### src/rtl/muldiv_unit_pkg.sv
// muldiv_unit_pkg
// Shared ALU operation codes (also used by the decoder and the main ALU) and
// small helpers that classify the M-extension codes for the multiply/divide
// unit. No ports; imported by the muldiv unit files.
package muldiv_unit_pkg;

    localparam int DATA_W = 32;
    localparam int CNT_W  = 5;

    // Shared ALU operation codes
    localparam logic [5:0] ALU_ADD    = 6'h00;
    localparam logic [5:0] ALU_SUB    = 6'h01;
    localparam logic [5:0] ALU_AND    = 6'h02;
    localparam logic [5:0] ALU_OR     = 6'h03;
    localparam logic [5:0] ALU_XOR    = 6'h04;
    localparam logic [5:0] ALU_MUL    = 6'h10;
    localparam logic [5:0] ALU_MULH   = 6'h11;
    localparam logic [5:0] ALU_MULHSU = 6'h12;
    localparam logic [5:0] ALU_MULHU  = 6'h13;
    localparam logic [5:0] ALU_DIV    = 6'h14;
    localparam logic [5:0] ALU_DIVU   = 6'h15;
    localparam logic [5:0] ALU_REM    = 6'h16;
    localparam logic [5:0] ALU_REMU   = 6'h17;

    function automatic logic is_muldiv(input logic [5:0] code);
        case (code)
            ALU_MUL, ALU_MULH, ALU_MULHSU, ALU_MULHU,
            ALU_DIV, ALU_DIVU, ALU_REM, ALU_REMU: return 1'b1;
            default:                              return 1'b0;
        endcase
    endfunction

    function automatic logic is_div(input logic [5:0] code);
        case (code)
            ALU_DIV, ALU_DIVU, ALU_REM, ALU_REMU: return 1'b1;
            default:                              return 1'b0;
        endcase
    endfunction

    function automatic logic op1_signed(input logic [5:0] code);
        case (code)
            ALU_MUL, ALU_MULH, ALU_MULHSU, ALU_DIV, ALU_REM: return 1'b1;
            default:                                        return 1'b0;
        endcase
    endfunction

    function automatic logic op2_signed(input logic [5:0] code);
        case (code)
            ALU_MUL, ALU_MULH, ALU_DIV, ALU_REM: return 1'b1;
            default:                             return 1'b0;
        endcase
    endfunction

endpackage

### src/rtl/muldiv_signfix.sv
// muldiv_signfix
// Conditional two's-complement negation. Used both to take operand
// magnitudes (neg = operand is signed and negative) and to restore the sign
// of the unsigned results.
// Ports:
//   mag   in  WIDTH  value to pass through or negate
//   neg   in  1      negate when high
//   value out WIDTH  mag or -mag
module muldiv_signfix #(
    parameter int WIDTH = 32
) (
    input  logic [WIDTH-1:0] mag,
    input  logic             neg,
    output logic [WIDTH-1:0] value
);

    assign value = neg ? -mag : mag;

endmodule

### src/rtl/muldiv_unit.sv
// muldiv_unit
// Iterative RV32M multiply/divide unit. One radix-2 step per cycle on operand
// magnitudes (shift-add multiply, restoring divide), then a sign fix. Fixed
// latency: done pulses 33 cycles after the start is accepted.
// Ports:
//   clk      in   clock, rising edge
//   rst_n    in   asynchronous active-low reset
//   start    in   request a new operation (only accepted in IDLE)
//   alucode  in   6-bit ALU operation code (MUL..REMU)
//   op1,op2  in   32-bit rs1 / rs2 values
//   abort    in   cancel the in-flight operation
//   busy     out  high while an operation is in RUN or FINISH
//   done     out  one-cycle pulse, result valid
//   result   out  32-bit rd value, held between done pulses
module muldiv_unit
    import muldiv_unit_pkg::*;
(
    input  logic        clk,
    input  logic        rst_n,
    input  logic        start,
    input  logic [5:0]  alucode,
    input  logic [31:0] op1,
    input  logic [31:0] op2,
    input  logic        abort,
    output logic        busy,
    output logic        done,
    output logic [31:0] result
);

    typedef enum logic [1:0] {
        IDLE   = 2'd0,
        RUN    = 2'd1,
        FINISH = 2'd2
    } state_t;

    state_t state, state_next;
    logic   accept;

    logic [5:0]        code_q;
    logic [DATA_W-1:0] op1_q, op2_q;
    logic [CNT_W-1:0]  cnt;
    // Shared accumulator: multiply keeps the 64-bit partial product;
    // divide keeps the partial remainder in [63:32] and quotient in [31:0].
    logic [2*DATA_W-1:0] acc;

    logic              neg1, neg2, op2_zero, neg_prod, neg_quot;
    logic [DATA_W-1:0] mag1, mag2;

    logic [CNT_W-1:0]    bit_idx;
    logic [DATA_W:0]     mul_sum;
    logic [DATA_W:0]     div_shift, div_trial;
    logic                div_ge;
    logic [2*DATA_W-1:0] acc_next;

    logic [2*DATA_W-1:0] prod_s;
    logic [DATA_W-1:0]   quot_s, rem_s;
    logic [DATA_W-1:0]   result_next;

    // Operand sign handling
    assign neg1     = op1_signed(code_q) & op1_q[DATA_W-1];
    assign neg2     = op2_signed(code_q) & op2_q[DATA_W-1];
    assign op2_zero = (op2_q == '0);
    assign neg_prod = neg1 ^ neg2;
    // Divide by zero must leave the all-ones quotient untouched.
    assign neg_quot = (neg1 ^ neg2) & ~op2_zero;

    muldiv_signfix #(.WIDTH(DATA_W)) u_fix_op1 (.mag(op1_q), .neg(neg1), .value(mag1));
    muldiv_signfix #(.WIDTH(DATA_W)) u_fix_op2 (.mag(op2_q), .neg(neg2), .value(mag2));

    // Iteration step. The counter runs 31..0: multiply consumes multiplier
    // bits LSB first (index ~cnt), divide consumes dividend bits MSB first.
    assign bit_idx   = ~cnt;
    assign mul_sum   = {1'b0, acc[2*DATA_W-1:DATA_W]} + (mag2[bit_idx] ? {1'b0, mag1} : '0);
    assign div_shift = {acc[2*DATA_W-1:DATA_W], mag1[cnt]};
    assign div_trial = div_shift - {1'b0, mag2};
    // Partial remainder stays below the divisor, so bit 32 is a clean borrow.
    assign div_ge    = ~div_trial[DATA_W];

    always_comb begin
        acc_next = acc;
        if (is_div(code_q)) begin
            if (div_ge) acc_next = {div_trial[DATA_W-1:0], acc[DATA_W-2:0], 1'b1};
            else        acc_next = {div_shift[DATA_W-1:0], acc[DATA_W-2:0], 1'b0};
        end else begin
            acc_next = {mul_sum, acc[DATA_W-1:1]};
        end
    end

    // Result sign fix
    muldiv_signfix #(.WIDTH(2*DATA_W)) u_fix_prod (.mag(acc), .neg(neg_prod), .value(prod_s));
    muldiv_signfix #(.WIDTH(DATA_W)) u_fix_quot (.mag(acc[DATA_W-1:0]), .neg(neg_quot), .value(quot_s));
    muldiv_signfix #(.WIDTH(DATA_W)) u_fix_rem (.mag(acc[2*DATA_W-1:DATA_W]), .neg(neg1), .value(rem_s));

    always_comb begin
        result_next = result;
        case (code_q)
            ALU_MUL:                          result_next = prod_s[DATA_W-1:0];
            ALU_MULH, ALU_MULHSU, ALU_MULHU:  result_next = prod_s[2*DATA_W-1:DATA_W];
            ALU_DIV, ALU_DIVU:                result_next = quot_s;
            ALU_REM, ALU_REMU:                result_next = rem_s;
            default:                          result_next = result;
        endcase
    end

    // Control FSM
    always_ff @(posedge clk or negedge rst_n) begin
        if (!rst_n) state <= IDLE;
        else        state <= state_next;
    end

    always_comb begin
        state_next = state;
        accept     = 1'b0;
        case (state)
            IDLE: begin
                // abort wins over a simultaneous start
                if (start && !abort && is_muldiv(alucode)) begin
                    accept     = 1'b1;
                    state_next = RUN;
                end
            end
            RUN: begin
                if (abort)           state_next = IDLE;
                else if (cnt == '0)  state_next = FINISH;
            end
            FINISH:  state_next = IDLE;
            default: state_next = IDLE;
        endcase
    end

    assign busy = (state != IDLE);

    // Datapath registers
    always_ff @(posedge clk or negedge rst_n) begin
        if (!rst_n) begin
            code_q <= '0;
            op1_q  <= '0;
            op2_q  <= '0;
            cnt    <= '0;
            acc    <= '0;
            result <= '0;
            done   <= 1'b0;
        end else begin
            done <= 1'b0;
            if (accept) begin
                code_q <= alucode;
                op1_q  <= op1;
                op2_q  <= op2;
                cnt    <= 5'd31;
                acc    <= '0;
            end else if (state == RUN && !abort) begin
                cnt <= cnt - 5'd1;
                acc <= acc_next;
            end else if (state == FINISH && !abort) begin
                result <= result_next;
                done   <= 1'b1;
            end
        end
    end

endmodule

### config.mk
export PLATFORM = sky130hd
export DESIGN_NAME = muldiv_unit
export DESIGN_NICKNAME = d
export VERILOG_FILES = /design/src/rtl/muldiv_unit_pkg.sv /design/src/rtl/muldiv_signfix.sv /design/src/rtl/muldiv_unit.sv
export SDC_FILE = /design/constraint.sdc
export NUM_CORES = 1
export LEC_CHECK = 0
export CORE_MARGIN = 2
export CORE_UTILIZATION = 60
export DETAILED_ROUTE_END_ITERATION = 10
export DONT_BUFFER_PORTS = 1
export PLACE_DENSITY = 0.75
export RECOVER_POWER = 25
export SYNTH_ARGS = -nofsm -noshare
export SYNTH_HDL_FRONTEND = slang
export SYNTH_SLANG_ARGS = --single-unit
### constraint.sdc
create_clock -name clk -period 10.3 [get_ports clk]
set_input_delay 0.515 -clock clk [delete_from_list [all_inputs] [get_ports clk]]
set_output_delay 0.515 -clock clk [all_outputs]
set_load 0.01 [all_outputs]
==> results of run 1 <==
==> placed cells by master, fill, tap and decap left out, types with 22 or more instances in the layout <==
cell                       instances
sky130_fd_sc_hd__o22ai_1          25
sky130_fd_sc_hd__nor2_1          159
sky130_fd_sc_hd__mux2i_1          68
sky130_fd_sc_hd__ha_1             70
sky130_fd_sc_hd__o21ai_0         154
sky130_fd_sc_hd__nor3_1           43
sky130_fd_sc_hd__a31oi_1          27
sky130_fd_sc_hd__o31ai_1          27
sky130_fd_sc_hd__nand2_1         161
sky130_fd_sc_hd__xor2_1          104
sky130_fd_sc_hd__a21o_1           25
sky130_fd_sc_hd__mux2_2           79
sky130_fd_sc_hd__a21oi_1         131
sky130_fd_sc_hd__dfrtp_1         174
sky130_fd_sc_hd__a221oi_1         22
sky130_fd_sc_hd__inv_1            25
sky130_fd_sc_hd__nand3_1          64
sky130_fd_sc_hd__xnor2_1         102
sky130_fd_sc_hd__nor4_1           28
==> metal layers <==
layer	vias to the layer above	global-route usage, %	wire [um]
li1	6936	-	-
met1	7252	47.00	20570
met2	872	56.92	22730
met3	195	7.123	5012
met4	0	18.26	2796
met5	-	0	0
==> worst max-delay path by stage <==
stage,from,end,slack (ns),cells past startpoint
after floorplan,op2_q[6],acc[60],4.51,21
after global placement,op1_q[0],acc[60],3.75,22
after detailed placement,op1_q[0],acc[60],3.50,22
after CTS,op1_q[0],acc[60],3.47,22
after global routing,op1_q[0],acc[60],3.00,22
final,op1_q[0],acc[60],3.39,22
==> flip-flops by register name, summed over array words and instances (netlist names) <==
register / flops
acc: 64
op1_q: 32
op2_q: 32
result: 32
code_q: 6
cnt: 5
state: 2
done: 1
==> kinds of logic (layout without fill, tap and decap cells) <==
| kind of cell | count (synthesis) | in the layout |
|---|---|---|
| AND/OR/NAND/NOR | 608 | 608 |
| flip-flops | 174 | 174 |
| multiplexers | 152 | 152 |
| buffers and inverters | 176 | 80 |
| AO/OA/AOI/OAI | 555 | 555 |
| XOR/XNOR | 206 | 206 |
| adder cells (fa/ha/maj) | 72 | 72 |
==> cell usage after synthesis (all sizes together), types with 9 or more instances <==
cell type  number
a211oi         12
a21o           25
a21oi         131
a221oi         22
a22oi          20
a31oi          27
and2           14
and3           11
buf            21
clkbuf        129
dfrtp         174
ha             70
inv            26
mux2           80
mux2i          68
nand2         162
nand2b         11
nand3          64
nand4          12
nor2          160
nor2b          17
nor3           47
nor4           29
o21a           14
o21ai         159
o221ai         12
o22ai          25
o31ai          28
o41ai           9
or2            14
or3            21
or4            16
xnor2         102
xor2          104
==> power by group through the flow <==
stage	clock (W)	sequential [W]	combinational, W
2_1_floorplan	0	0.000912	0.00234
3_3_place_gp	0	0.00108	0.00285
3_5_place_dp	0	0.00109	0.00288
4_1_cts	0.000701	0.00108	0.00291
5_1_grt	0.000721	0.00111	0.00324
6_report	0.000694	0.00109	0.00301
==> through the flow <==
step | utilization, % | hold WS [ns] | worst slack, ns | cell area (sq um)
2_1_floorplan | - | 0.2194 | 4.509 | 16100
3_3_place_gp | 61.11 | 0.2282 | 3.745 | 16020
4_1_cts | 63.58 | 0.1633 | 3.475 | 16660
5_1_grt | 63.58 | 0.1709 | 2.995 | 16660
6_report | 63.58 | 0.08027 | 3.390 | 16660
3_5_place_dp | 61.11 | 0.2308 | 3.503 | 16020
==> cell type report <==
class / count / area, sq um / area share (%)
multi-input cells: 1593 / 10990 / 65.94
flip-flops and latches: 174 / 4354 / 26.13
clock buffers: 17 / 425.4 / 2.553
well taps: 335 / 419.2 / 2.516
clock inverters: 15 / 193.9 / 1.164
repair buffers: 22 / 185.2 / 1.111
inverters: 26 / 97.59 / 0.5857
==> what timing repair did <==
| item | 4_1_cts | 5_1_grt |
|---|---|---|
| setup buffers | 0 | 0 |
| hold endpoints to repair | 174 | 0 |
| hold buffers | 1 | 0 |
==> results.txt, run 1 <==
----------------------------------------------------
[Cells and area]
  Area growth from synthesis to final layout ... 3.481%
  Number of fill cells in the layout ... 2261
  Layout net count ... 1980
  Inserted Diodes ... 0
  Layout cell share with drive strength beyond 1 ... 9.583%
  Final Non-Filler Cells ... 2182

[Die]
  Initial cell density of the core ... 61.44%
  Die Y-Extent ... 167.8 um
  Total core area ... 0.02621 sq mm
  Number of ports placed on the die boundary ... 108
  Die width ... 167.8 um
  Core Rows ... 59
  Area of the die ... 0.02816 sq mm

[Yosys]
  Mux cell area share after synthesis ... 10.40%
  Compound-Gate Fraction of Synth Area ... 22.29%
  Number of flip-flops and latches in the synthesized netlist ... 174
  Xor/xnor cell area share of the yosys netlist ... 11.21%
  Synth Area in Simple Gates ... 18.51%
  Number of synthesized flops with an enable pin ... 0
  Dominant combinational cell family by area after synthesis ... compound AO/OA/AOI/OAI gates
  Top area cells in the synthesized netlist ... sky130_fd_sc_hd__dfrtp_1, sky130_fd_sc_hd__xor2_1, sky130_fd_sc_hd__xnor2_1, sky130_fd_sc_hd__mux2_2, sky130_fd_sc_hd__ha_1
  Syn Inst Count ... 1943
  Post-synth top area cell ... sky130_fd_sc_hd__dfrtp_1
  Count of warnings emitted by yosys ... 0
  Proportion of netlist area held by the largest area contributor ... 27.04%
  Net count of the mapped netlist ... 2089
  Synthesized-area fraction occupied by adder cells ... 5.688%
  Sequential-to-total area share from yosys stat ... 27.04%
  Post-synthesis cell type count ... 92
  Primary FF master, synth ... sky130_fd_sc_hd__dfrtp_1
  Post-synthesis average cell area ... 8.287 sq um
  Mapped Area ... 0.01610 sq mm
  Share of flip-flops with an asynchronous set or reset ... 100.0%

[Global route]
  Number of antenna violations at the first check in global routing ... 0
  Congestion Overflow GR ... 0
  Largest net degree at the start of global routing ... 175
  Via count of the first global-routing pass ... 14260
  Total GRT Usage ... 35.95%
  Global-route wire length before repair ... 80050 um

[Clock tree]
  TritonCTS sink count ... 174
  Clock Root Buffer ... sky130_fd_sc_hd__clkbuf_16
  Clock insertion delay at the later pin of the skew report ... 0.45 ns
  Clock Path Buffers ... 2
  CTS tree ... yes
  H-Tree Level Count ... 4
  Clock-pin slew on the worst setup and hold paths ... 0.09 ns
  Number of buffers created by CTS ... 17
  Number of instances resized during post-cts repair ... 0

[Min path]
  Worst min path class ... input pin to async pin

[Drt]
  Final antenna-violating net count ... 0
  DRT iter0 DRCs ... 1814
  DR vias ... 15260
  Wire length per cell after detailed routing ... 23.42 um
  DRC violation count after routing ... 0
  Via density ... 6.991
  Wire length reported by the detailed router ... 51110 um
  Initial DRT Pass Iterations ... 8

[Timing]
  Count of pins over their slew limit ... 0
  Max-Slew Margin vs Limit ... 30.86%
  Setup TNS ... 0 ns
  RSZ-0062 raised after global routing ... false
  Setup-violating endpoint count in the final report ... 0
  Maximum achievable frequency ... 144.7 MHz
  Clock Skews ... 0.01980 ns
  Final period utilization ... 67.09%
  Worst slew pin tran ... 1.036 ns
  Post-route minimum period ... 6.910 ns
  Hold Violations, Final ... 0

[Power and ir drop]
  Total net switching power ... 0.002483 W
  Share of total power in the clock network ... 14.5%
  Peak supply drop ... 0.0001599 V
  Cell-internal power ... 0.002309 W
  Relative contribution of combinational cells to total power ... 62.7%
  Overall power of the completed layout ... 0.004792 W
  Total power density per cell area ... 287.6 mW/mm^2
  Switching fraction of total power ... 51.81%
  Static leakage ... 7.179 nW
  Sequential Power Share ... 22.8%

[Setup path]
  Kind of cell with the highest combined delay on the critical path ... compound AO/OA/AOI/OAI gates
  Highest net fanout along the worst path ... 21
  Critical path required time ... 10.63 ns
  Sort of element at the end of the critical path ... flop
  Reg-to-Reg End ... acc[60]
  Startpoint kind of the worst setup timing path ... flop
  Largest incremental delay on the critical path ... 0.62 ns
  Worst Path Buf+Inv ... 2
  Data arrival, critical path ... 7.24 ns
  Setup Crit Path Kind ... flop to flop
  Standard cell with the maximum stage delay on the critical path ... sky130_fd_sc_hd__o21ai_4
  Reg-to-reg startpoint ... op1_q[0]
  Worst r2r path cells ... 22
  Critical path, cell by cell ... inv_1, ha_1, or4b_2, nor2_1, nand4_1, o41ai_1, xor2_1, mux4_2, a221oi_1, o32ai_1, ha_1, fa_1, nor2b_1, o31a_1, o21ba_2, or2_2, a21oi_1, a211oi_1, o21ai_4, buf_4, mux2_2, a221o_1
  Cell occurring most often along the worst timing path ... sky130_fd_sc_hd__ha_1
  Setup slack of the worst register-to-register path ... 3.39 ns

[Placed design]
  Port Buffer Count ... 0
  Placer's final routability congestion estimate ... 0.9492
  Placed insts ... 2149
  Detailed-placement wirelength estimate ... 37510 um

[Status]
  Run status ... finished, final reports clean

[Job]
  Number of maximum-capacitance violations ... 0

----------------------------------------------------
Power figures use the tool's default switching activity.
==> run 2: changes to the inputs <==
--- a/config.mk
+++ b/config.mk
@@ -5,11 +5,12 @@
 export SDC_FILE = /design/constraint.sdc
 export NUM_CORES = 1
 export LEC_CHECK = 0
+export ABC_AREA = 1
 export CORE_MARGIN = 2
 export CORE_UTILIZATION = 60
 export DETAILED_ROUTE_END_ITERATION = 10
 export DONT_BUFFER_PORTS = 1
-export PLACE_DENSITY = 0.75
+export PLACE_DENSITY = 0.78
 export RECOVER_POWER = 25
 export SYNTH_ARGS = -nofsm -noshare
 export SYNTH_HDL_FRONTEND = slang
==> constraint.sdc (replaced) <==
create_clock -name clk -period 6.1 [get_ports clk]
set_input_delay 0.305 -clock clk [delete_from_list [all_inputs] [get_ports clk]]
set_output_delay 0.305 -clock clk [all_outputs]
set_load 0.01 [all_outputs]
==> results.txt, run 2 <==
----------------------------------------------------
[Status]
  Run status ... finished with violations (was finished, final reports clean)
  Violated checks ... negative hold slack, max-capacitance violations, max-slew violations

[Yosys]
  Mapped Area ... 0.01791 sq mm (was 0.01610 sq mm)
  Net count of the mapped netlist ... 3079 (was 2089)
  Number of flip-flops and latches in the synthesized netlist ... 174 (unchanged)
  Syn Inst Count ... 2933 (was 1943)
  Post-synthesis average cell area ... 6.105 sq um (was 8.287 sq um)
  Top area cells in the synthesized netlist ... sky130_fd_sc_hd__dfrtp_1, sky130_fd_sc_hd__nand2_1, sky130_fd_sc_hd__nor2_1, sky130_fd_sc_hd__nand3_1, sky130_fd_sc_hd__a21oi_1 (was sky130_fd_sc_hd__dfrtp_1, sky130_fd_sc_hd__xor2_1, sky130_fd_sc_hd__xnor2_1, sky130_fd_sc_hd__mux2_2, sky130_fd_sc_hd__ha_1)
  Share of flip-flops with an asynchronous set or reset ... 100.0% (unchanged)
  Primary FF master, synth ... sky130_fd_sc_hd__dfrtp_1 (unchanged)
  Number of synthesized flops with an enable pin ... 0 (unchanged)
  Proportion of netlist area held by the largest area contributor ... 24.32% (was 27.04%)
  Most frequent cell after synthesis ... sky130_fd_sc_hd__nand2_1 (was sky130_fd_sc_hd__dfrtp_1)
  Post-synth top area cell ... sky130_fd_sc_hd__dfrtp_1 (unchanged)
  Count of warnings emitted by yosys ... 0 (unchanged)
  Post-synthesis cell type count ... 65 (was 92)
  Sequential-to-total area share from yosys stat ... 24.32% (was 27.04%)
  Leading post-synthesis cells by instance count ... sky130_fd_sc_hd__nand2_1, sky130_fd_sc_hd__nor2_1, sky130_fd_sc_hd__inv_1 (was sky130_fd_sc_hd__dfrtp_1, sky130_fd_sc_hd__nand2_1, sky130_fd_sc_hd__nor2_1)

[Die]
  Die width ... 176.8 um (was 167.8 um)
  Die Y-Extent ... 176.8 um (was 167.8 um)
  Total core area ... 0.02948 sq mm (was 0.02621 sq mm)
  Core Rows ... 63 (was 59)
  Initial cell density of the core ... 60.74% (was 61.44%)
  Number of ports placed on the die boundary ... 108 (unchanged)
  Area of the die ... 0.03124 sq mm (was 0.02816 sq mm)

[Drt]
  Initial DRT Pass Iterations ... 8 (unchanged)
  Metal2 WL ... 30730 um (was 22730 um)
  Via density ... 6.363 (was 6.991)
  DR vias ... 20960 (was 15260)
  Metal3 WL ... 8976 um (was 5012 um)
  Wire length reported by the detailed router ... 73170 um (was 51110 um)
  DRT iter0 DRCs ... 2624 (was 1814)
  DRC violation count after routing ... 0 (unchanged)
  Final antenna-violating net count ... 0 (unchanged)
  Wl on met1 ... 26200 um (was 20570 um)
  Top routing layer in use ... met5 (was met4)
  Wire length per cell after detailed routing ... 22.22 um (was 23.42 um)

[Timing]
  Final period utilization ... 91.13% (was 67.09%)
  Final hold slack ... -0.007320 ns (was 0.08027 ns)
  Post-route minimum period ... 5.559 ns (was 6.910 ns)
  Setup TNS ... 0 ns (unchanged)
  Hold Violations, Final ... 6 (was 0)
  Count of pins over their slew limit ... 223 (was 0)
  Clock Skews ... 0.02280 ns (was 0.01980 ns)
  Max-Slew Margin vs Limit ... -198.3% (was 30.86%)
  Maximum achievable frequency ... 179.9 MHz (was 144.7 MHz)
  RSZ-0062 raised after global routing ... false (unchanged)
  Setup-violating endpoint count in the final report ... 0 (unchanged)
  Worst slew pin tran ... 4.474 ns (was 1.036 ns)

[Cells and area]
  Area growth from synthesis to final layout ... 5.723% (was 3.481%)
  Layout net count ... 3036 (was 1980)
  Most common cell after layout, fill and taps aside ... sky130_fd_sc_hd__nand2_1 (was sky130_fd_sc_hd__dfrtp_1)
  Most frequent cells in the layout ... sky130_fd_sc_hd__nand2_1, sky130_fd_sc_hd__nor2_1, sky130_fd_sc_hd__inv_1, sky130_fd_sc_hd__nand3_1, sky130_fd_sc_hd__a21oi_1 (was sky130_fd_sc_hd__dfrtp_1, sky130_fd_sc_hd__nand2_1, sky130_fd_sc_hd__nor2_1, sky130_fd_sc_hd__o21ai_0, sky130_fd_sc_hd__a21oi_1)
  Layout cell share with drive strength beyond 1 ... 5.031% (was 9.583%)
  Number of fill cells in the layout ... 2831 (was 2261)
  Flip-flop count of the largest register after layout ... 64 (unchanged)
  Utilization after layout ... 64.21% (was 63.58%)
  Register name with the most flops ... acc (unchanged)

[Placed design]
  Placer's final routability congestion estimate ... 1.097 (was 0.9492)
  Detailed-placement wirelength estimate ... 52670 um (was 37510 um)
  Port Buffer Count ... 0 (unchanged)

[Setup path]
  Critical path required time ... 6.47 ns (was 10.63 ns)
  Setup Crit Path Kind ... flop to flop (unchanged)
  Sort of element at the end of the critical path ... flop (unchanged)
  Cell occurring most often along the worst timing path ... sky130_fd_sc_hd__nand2_1 (was sky130_fd_sc_hd__ha_1)
  Data arrival, critical path ... 5.93 ns (was 7.24 ns)
  Highest net fanout along the worst path ... 50 (was 21)
  Startpoint kind of the worst setup timing path ... flop (unchanged)
  Largest incremental delay on the critical path ... 0.61 ns (was 0.62 ns)
  Standard cell with the maximum stage delay on the critical path ... sky130_fd_sc_hd__o21ai_2 (was sky130_fd_sc_hd__o21ai_4)

[Global route]
  Total GRT Usage ... 46.43% (was 35.95%)
  Congestion Overflow GR ... 0 (unchanged)
  Largest net degree at the start of global routing ... 175 (unchanged)
  Via count of the first global-routing pass ... 19530 (was 14260)
  Number of antenna violations at the first check in global routing ... 8 (was 0)
  Global-route wire length before repair ... 110300 um (was 80050 um)

[Clock tree]
  CTS tree ... yes (unchanged)
  Clock-pin slew on the worst setup and hold paths ... 0.08 ns (was 0.09 ns)
  Clock insertion delay at the later pin of the skew report ... 0.48 ns (was 0.45 ns)
  Clock Path Buffers ... 2 (unchanged)
  TritonCTS sink count ... 174 (unchanged)
  H-Tree Level Count ... 4 (unchanged)
  Clock Root Buffer ... sky130_fd_sc_hd__clkbuf_16 (unchanged)
  Number of buffers created by CTS ... 17 (unchanged)

[Power and ir drop]
  Switching fraction of total power ... 60.34% (was 51.81%)
  Peak supply drop ... 0.0003677 V (was 0.0001599 V)
  Static leakage ... 9.168 nW (was 7.179 nW)
  Total power density per cell area ... 547.1 mW/mm^2 (was 287.6 mW/mm^2)
  Share of total power in the clock network ... 10.6% (was 14.5%)
  Overall power of the completed layout ... 0.01036 W (was 0.004792 W)
  Total net switching power ... 0.006250 W (was 0.002483 W)
  Sequential Power Share ... 20.5% (was 22.8%)
  Cell-internal power ... 0.004107 W (was 0.002309 W)
  Relative contribution of combinational cells to total power ... 68.8% (was 62.7%)

[Min path]
  Worst min path class ... input pin to flop (was input pin to async pin)

[Job]
  Number of maximum-capacitance violations ... 2 (was 0)

----------------------------------------------------
==> run 2: cell types whose count changed in the layout (fill, tap and decap cells not counted), moves of 87 or more <==
| cell | previous run | this run |
|---|---|---|
| sky130_fd_sc_hd__xnor2_1 | 102 | 15 |
| sky130_fd_sc_hd__nand2_1 | 161 | 714 |
| sky130_fd_sc_hd__nor2_1 | 159 | 393 |
| sky130_fd_sc_hd__inv_1 | 25 | 319 |
| sky130_fd_sc_hd__a21oi_1 | 131 | 250 |
| sky130_fd_sc_hd__nand3_1 | 64 | 268 |
==> run 2: final cells by class <==
| class | instances | area (sq um) | area share [%] |
|---|---|---|---|
| tap | 390 | 488.0 | 2.578 |
| clock inverter | 12 | 112.6 | 0.5948 |
| antenna | 1 | 2.502 | 0.01322 |
| timing repair buffer | 58 | 519.2 | 2.743 |
| sequential | 174 | 4354 | 23.00 |
| inverter | 329 | 1237 | 6.537 |
| multi-input combinational | 2310 | 11780 | 62.25 |
| clock buffer | 19 | 432.9 | 2.287 |
==> run 2: cells by family (layout without fill, tap and decap cells) <==
kind of cell,count (synthesis),in the layout,share of synthesized area (%)
other,0,1,0
AND/OR/NAND/NOR,1496,1496,35.11
buffers and inverters,449,418,10.12
flip-flops,174,174,24.32
XOR/XNOR,85,85,4.158
multiplexers,10,10,0.6289
AO/OA/AOI/OAI,647,647,20.55
adder cells (fa/ha/maj),72,72,5.115
==> run 2: power groups by stage <==
stage | clock network, W | registers (W) | logic (W)
6_report | 0.00110 | 0.00213 | 0.00713
5_1_grt | 0.00114 | 0.00212 | 0.00773
4_1_cts | 0.00108 | 0.00207 | 0.00669
3_5_place_dp | 0 | 0.00209 | 0.00662
3_3_place_gp | 0 | 0.00208 | 0.00653
2_1_floorplan | 0 | 0.00170 | 0.00501
==> run 2: path summary, 6_finish.rpt <==
kind / startpoint / endpoint / slack [ns] / depth (start not counted)
hold / removal: op1[27] / op1_q[27] / -0.007 / 2
max in group asynchronous: rst_n / op2_q[26] / 1.50 / 2
setup reg to reg: code_q[3] / acc[59] / 0.54 / 28
hold reg to reg: code_q[4] / code_q[4] / 0.54 / 2
min in group asynchronous: rst_n / acc[10] / 1.79 / 2
setup / recovery: code_q[3] / acc[59] / 0.54 / 28
==> run 2: through the flow <==
step                worst slack [ns]  instances  instance area (sq um)  hold WS [ns]
finish                        0.5414       3293                  18930     -0.007320
global route                  0.1717       3292                  18930     0.0009425
CTS                           0.6987       3288                  18900     0.0004668
detailed placement            0.7162       3234                  18110       0.01308
global placement              0.7639       3234                  18110       0.01274
floorplan                      2.034       2933                  17910      0.009409
==> run 2: repair_timing <==
action                     in CTS  in global routing
setup endpoints to repair       0                  2
gates resized for setup         0                  2
hold endpoints to repair      195                  4
hold buffers                   23                  4
setup buffers                   0                  0
==> run 2: routing by layer <==
metal | track usage (%) | vias to the layer above
met5 | 0 | -
met4 | 38.43 | 14
met3 | 15.27 | 422
met2 | 69.89 | 1391
met1 | 53.61 | 9531
li1 | - | 9597
==> run 2: critical path, delay by kind of cell (launching register included) <==
family          cells  cell delay, ns
compound gates      5            1.38
flops               1            0.44
buf+inv             2            0.54
simple gates       19            2.45
fa+ha+maj           2            0.62
